[config.mk]
export PLATFORM = sky130hd
export DESIGN_NAME = shift_key_conditioner
export DESIGN_NICKNAME = d
export VERILOG_FILES = /design/src/rtl/shift_key_conditioner.sv
export SDC_FILE = /design/constraint.sdc
export NUM_CORES = 1
export LEC_CHECK = 0
export BUFFER_PORTS_ARGS = -buffer_cell sky130_fd_sc_hd__buf_2
export CAP_MARGIN = 20
export CORE_MARGIN = 2
export CORE_UTILIZATION = 35
export CTS_BUF_LIST = sky130_fd_sc_hd__clkbuf_8 sky130_fd_sc_hd__clkbuf_16
export CTS_CLUSTER_DIAMETER = 150
export DETAILED_ROUTE_END_ITERATION = 8
export GPL_ROUTABILITY_DRIVEN = 0
export PLACE_DENSITY_LB_ADDON = 0.12
export SETUP_SLACK_MARGIN = 0.5
export SLEW_MARGIN = 20
export SYNTH_ARGS = -nofsm -noshare
export SYNTH_HDL_FRONTEND = slang
export SYNTH_SLANG_ARGS = --single-unit
[constraint.sdc]
create_clock -name clk_50m -period 2.8 [get_ports clk_50m]
set_clock_uncertainty 0.2 [all_clocks]
set_input_delay 0.28 -clock clk_50m [delete_from_list [all_inputs] [get_ports clk_50m]]
set_output_delay 0.28 -clock clk_50m [all_outputs]
set_load 0.005 [all_outputs]
[src/rtl/shift_key_conditioner.sv]
// rtl/shift_key_conditioner.sv - button synchroniser, debouncer and step/auto-repeat pulse generator
//
// Optional feature macro: SHIFT_AUTOREPEAT_EN
//   defined   : IDLE -> DELAY -> REPEAT hold-to-repeat stepping
//   undefined : one step per press, then HOLD until release or conflict
//
// Ports:
//   clk_50m          in   system clock
//   rst              in   synchronous active-low reset
//   pause            in   high freezes stepping (debounce keeps running)
//   left_shift_raw   in   raw left button, asynchronous
//   right_shift_raw  in   raw right button, asynchronous
//   left_level       out  debounced left level
//   right_level      out  debounced right level
//   left_step        out  one-cycle left move pulse
//   right_step       out  one-cycle right move pulse
//   repeating        out  high while auto-repeating

module shift_key_conditioner #(
  parameter int unsigned DEBOUNCE_CYC  = 1000000,
  parameter int unsigned REPEAT_DELAY  = 15000000,
  parameter int unsigned REPEAT_PERIOD = 5000000,
  parameter int unsigned CNT_W         = 24
) (
  input  logic clk_50m,
  input  logic rst,
  input  logic pause,
  input  logic left_shift_raw,
  input  logic right_shift_raw,
  output logic left_level,
  output logic right_level,
  output logic left_step,
  output logic right_step,
  output logic repeating
);

  // Parameter sanity: every count must be non-zero and fit in CNT_W bits.
  if (CNT_W < 1 || DEBOUNCE_CYC < 1 || REPEAT_DELAY < 1 || REPEAT_PERIOD < 1 ||
      (CNT_W < 32 && ((DEBOUNCE_CYC >> CNT_W) != 0 ||
                      (REPEAT_DELAY >> CNT_W) != 0 ||
                      (REPEAT_PERIOD >> CNT_W) != 0))) begin : g_cfg_err
    $error("shift_key_conditioner: bad counter configuration");
  end

  localparam logic [CNT_W-1:0] DB_LAST = CNT_W'(DEBOUNCE_CYC - 1);

  // Channel index 0 = left, 1 = right.
  logic [1:0]       raw;
  logic [1:0]       sync1;
  logic [1:0]       sync2;
  logic [1:0]       level;
  logic [CNT_W-1:0] db_cnt [2];

  assign raw         = {right_shift_raw, left_shift_raw};
  assign left_level  = level[0];
  assign right_level = level[1];

  always_ff @(posedge clk_50m) begin
    if (!rst) begin
      sync1 <= '0;
      sync2 <= '0;
      level <= '0;
      for (int i = 0; i < 2; i++) db_cnt[i] <= '0;
    end else begin
      sync1 <= raw;
      sync2 <= sync1;
      for (int i = 0; i < 2; i++) begin
        if (sync2[i] == level[i]) begin
          db_cnt[i] <= '0;
        end else if (db_cnt[i] >= DB_LAST) begin
          // Stable long enough: accept the new level.
          level[i]  <= ~level[i];
          db_cnt[i] <= '0;
        end else begin
          db_cnt[i] <= db_cnt[i] + 1'b1;
        end
      end
    end
  end

  // Exactly one key down; both down is a conflict and counts as not held.
  logic held;
  logic dir;      // 1 = right
  logic held_dir; // direction captured when the press was accepted

  assign held = level[0] ^ level[1];
  assign dir  = level[1];

`ifdef SHIFT_AUTOREPEAT_EN

  localparam logic [CNT_W-1:0] RD_LAST = CNT_W'(REPEAT_DELAY - 1);
  localparam logic [CNT_W-1:0] RP_LAST = CNT_W'(REPEAT_PERIOD - 1);

  typedef enum logic [1:0] {S_IDLE, S_DELAY, S_REPEAT} state_t;

  state_t           state;
  logic [CNT_W-1:0] timer;

  always_ff @(posedge clk_50m) begin
    if (!rst) begin
      state      <= S_IDLE;
      held_dir   <= 1'b0;
      timer      <= '0;
      left_step  <= 1'b0;
      right_step <= 1'b0;
      repeating  <= 1'b0;
    end else begin
      left_step  <= 1'b0;
      right_step <= 1'b0;
      // Pause freezes state and timer; the step outputs stay low.
      if (!pause) begin
        case (state)
          S_IDLE: begin
            if (held) begin
              held_dir   <= dir;
              left_step  <= ~dir;
              right_step <= dir;
              timer      <= '0;
              state      <= S_DELAY;
            end
          end
          S_DELAY: begin
            if (!held || dir != held_dir) begin
              state <= S_IDLE;
            end else if (timer >= RD_LAST) begin
              left_step  <= ~held_dir;
              right_step <= held_dir;
              timer      <= '0;
              state      <= S_REPEAT;
              repeating  <= 1'b1;
            end else begin
              timer <= timer + 1'b1;
            end
          end
          S_REPEAT: begin
            if (!held || dir != held_dir) begin
              state     <= S_IDLE;
              repeating <= 1'b0;
            end else if (timer >= RP_LAST) begin
              left_step  <= ~held_dir;
              right_step <= held_dir;
              timer      <= '0;
            end else begin
              timer <= timer + 1'b1;
            end
          end
          default: begin
            state     <= S_IDLE;
            repeating <= 1'b0;
          end
        endcase
      end
    end
  end

`else

  typedef enum logic [1:0] {S_IDLE, S_HOLD} state_t;

  state_t state;

  assign repeating = 1'b0;

  always_ff @(posedge clk_50m) begin
    if (!rst) begin
      state      <= S_IDLE;
      held_dir   <= 1'b0;
      left_step  <= 1'b0;
      right_step <= 1'b0;
    end else begin
      left_step  <= 1'b0;
      right_step <= 1'b0;
      if (!pause) begin
        case (state)
          S_IDLE: begin
            if (held) begin
              held_dir   <= dir;
              left_step  <= ~dir;
              right_step <= dir;
              state      <= S_HOLD;
            end
          end
          S_HOLD: begin
            if (!held || dir != held_dir) state <= S_IDLE;
          end
          default: state <= S_IDLE;
        endcase
      end
    end
  end

`endif

endmodule

==> results.txt <==
CP Cell Sequence: or4_1 -> or4_1 -> o211ai_2 -> buf_6 -> nor3_1
CP top delay family: simple AND/OR/NAND/NOR gates
fmax: 438.5 MHz
clk_lat worst skew: 0.33 ns
fin crit share: 81.45%
vias in the first global route: 2016
ant diodes: 0
Synth Area in Compound Gates: 9.160%
Post-DP HPWL: 3521 microns
crit-path most repeated cell: or4_1
number of antenna violations at the first check in global routing: 0
Syn Area/Cell: 11.01 sq um
synthesized instance count: 268
Placeable Area: 8175 sq um
CP max stage cell: or4_1
multiplexer area fraction after synthesis: 1.018%
M1 GR Usage: 18.65%
RSZ-0062 raised after global routing: yes
CTS tree: done
most common cell after layout, fill and taps aside: conb_1
Global Route met2 Usage: 18.65%
DR vias/cell: 4.827
Synth Area in XOR/XNOR: 7.125%
nets@finish: 348
Synth area leader: edfxtp_1
critical path startpoint category: register
dominant combinational cell family by area after synthesis: simple AND/OR/NAND/NOR gates
H-tree Lvls: 3
Worst Max-Slew Pin Slew: 0.7177 ns
ANT nets after route: 0
Top Usage Layer GRT: met1
Tot GR Track Use: 13.10%
Bufs on Longest Clock Path: 2
synthesized cell area: 2950 sq um
class of the worst hold path: in2reg
drt first pass iters: 4
Slew Limit Fails: 0
simple-gate share of the synthesized area: 22.86%
Yosys cell types: 37
R2R Path End: db_cnt[0][2]
Setup Crit Path Kind: reg2reg
Seq cells post-synth: 58
Worst Hold Launch: pause
via count: 2177
# DRC: 0
Slew headroom: 52.04%
worst path arrival time: 2.12 ns
grt ovf: 0
Final Setup Violations: 0
Cell Pwr Density: 549.9 nW/um^2
Starting DRT DRC Count: 61
CTS sink cnt: 58
Final Hold Fails: 0
total CTS buffers: 9
IO buf count: 8
Pleak: 1.264 nW
Die X: 95.81 microns
Syn. warnings: 0
Power, Total: 0.001989 W
ratio of cells with drive above 1 in the final layout: 12.14%
Post-Synth Adder-Cell Area: 0.8482%
Seq/Total Area, Yosys: 55.64%
commonest non-fill, non-tap cells in the layout: 57 x conb_1, 48 x edfxtp_1, 30 x nor3_1, 21 x xor2_1, 20 x nand2_1
routing usage on met3: 2.349%
Die Span Y: 95.81 microns
R2R cell count: 5
R2R Setup Slk: 0.52 ns
CTS root buffer: clkbuf_8
VDD IR-drop max: 0.2851 mV
Post-Route WL: 5224 microns
Crit Path Max Fanout: 10
slowest stage delay, CP: 0.52 ns
largest net degree at the start of global routing: 21
wire length per cell: 11.58 microns
fin crit period: 2.281 ns
area delta synth->final: 22.60%
Initial Utilization: 36.09%
WP data required: 2.64 ns
Total Die Area: 9180 sq um
Reg clk slew, reported paths: 0.07 ns
global-route wire length before repair: 9204 microns
status: finished clean
num rows: 33
synth top area cells: edfxtp_1 49%, dfxtp_1 6.8%, xor2_1 6.2%
CP bufs+invs: 1
worst r2r src: db_cnt[0][13]
Crit. End Element: register
top cell type's share of synthesized area: 48.85%
max-cap violations: 0
# IOs: 10
total negative slack: 0 ns
WHS Path Cells: 3
Worst Hold Path EP: state[0]
[worst max path at each step]
| stage | startpoint | endpoint | slack, ns | cells past startpoint |
|---|---|---|---|---|
| 6_report | db_cnt[0][13] | db_cnt[0][2] | 0.52 | 5 |
| 3_3_place_gp | db_cnt[0][11] | db_cnt[0][2] | 0.47 | 5 |
| 2_1_floorplan | db_cnt[0][13] | db_cnt[0][19] | 0.55 | 5 |
| 3_5_place_dp | db_cnt[0][13] | db_cnt[0][2] | 0.44 | 5 |
| 4_1_cts | db_cnt[0][13] | db_cnt[0][2] | 0.51 | 5 |
| 5_1_grt | db_cnt[1][5] | db_cnt[1][15] | 0.41 | 5 |
[cell type report]
type,instances,area (sq um)
clock buffer,9,123.9
clock inverter,7,108.9
fill,812,4558
inverter,6,22.52
multi-input combinational,246,1446
sequential,58,1642
tap,105,131.4
timing repair buffer,20,142.6
[tightest hold or removal path, stage by stage]
cell      delay, ns
buf_2          0.11
a211o_1        0.09
a21boi_0       0.06
[cells in the mapped netlist, drive strengths merged]
cell type	count
edfxtp	48
nor3	30
xor2	21
nand2	20
a211oi	16
nand4	14
o21ai	13
nand3	12
dfxtp	10
or3	10
clkbuf	9
and2	8
and4	8
inv	6
nor2	6
or4	5
buf	4
mux2i	3
o31ai	3
xnor2	3
a211o	2
a21boi	2
conb	2
ha	2
nand2b	2
nor4	2
and3	1
and3b	1
nand3b	1
nand4b	1
o211ai	1
o2bb2ai	1
o31a	1
[where the power goes]
| group | internal (W) | leakage, nW | switching, W |
|---|---|---|---|
| Clock | 0.000583 | 0.124 | 0.000320 |
| Sequential | 0.000969 | 0.573 | 0.0000298 |
| Combinational | 0.0000325 | 0.567 | 0.0000543 |
[repair_timing]
action | 4_1_cts | 5_1_grt
hold endpoints to repair | 2 | 0
endpoints found under the setup margin | 34 | 26
hold buffers | 2 | 0
pin swaps | 1 | 1
buffers inserted | 4 | 1
gates resized for setup | 1 | 7
[metrics by stage]
stage	utilization, %	instances	instance area (sq um)	setup WS [ns]	hold WS [ns]
after detailed placement	40.33	428	3297	0.4380	0.2231
after floorplan	-	323	3157	0.5507	0.2073
after global routing	44.25	451	3617	0.4135	0.07959
after CTS	43.86	450	3586	0.5051	0.05470
final	44.25	451	3617	0.5193	0.06849
after global placement	40.33	428	3297	0.4651	0.2202
[cell families after synthesis]
family,count (synthesis)
AO/OA/AOI/OAI,39
XOR/XNOR,24
adder cells (fa/ha/maj),2
buffers and inverters,19
flip-flops,58
multiplexers,3
other,2
AND/OR/NAND/NOR,121
[layer usage]
metal,vias up,part of all wire (%)
met5,-,0
met4,0,1.6
met3,9,2.5
met2,29,42
met1,1017,54
li1,1122,-
[registers in the layout, indices dropped and copies added (netlist names)]
register and cells:
left_step 1, held_dir 1, state 1, level 2, db_cnt 48, sync1 2, right_step 1, sync2 2
No activity file was read; power rests on OpenSTA's default activity.
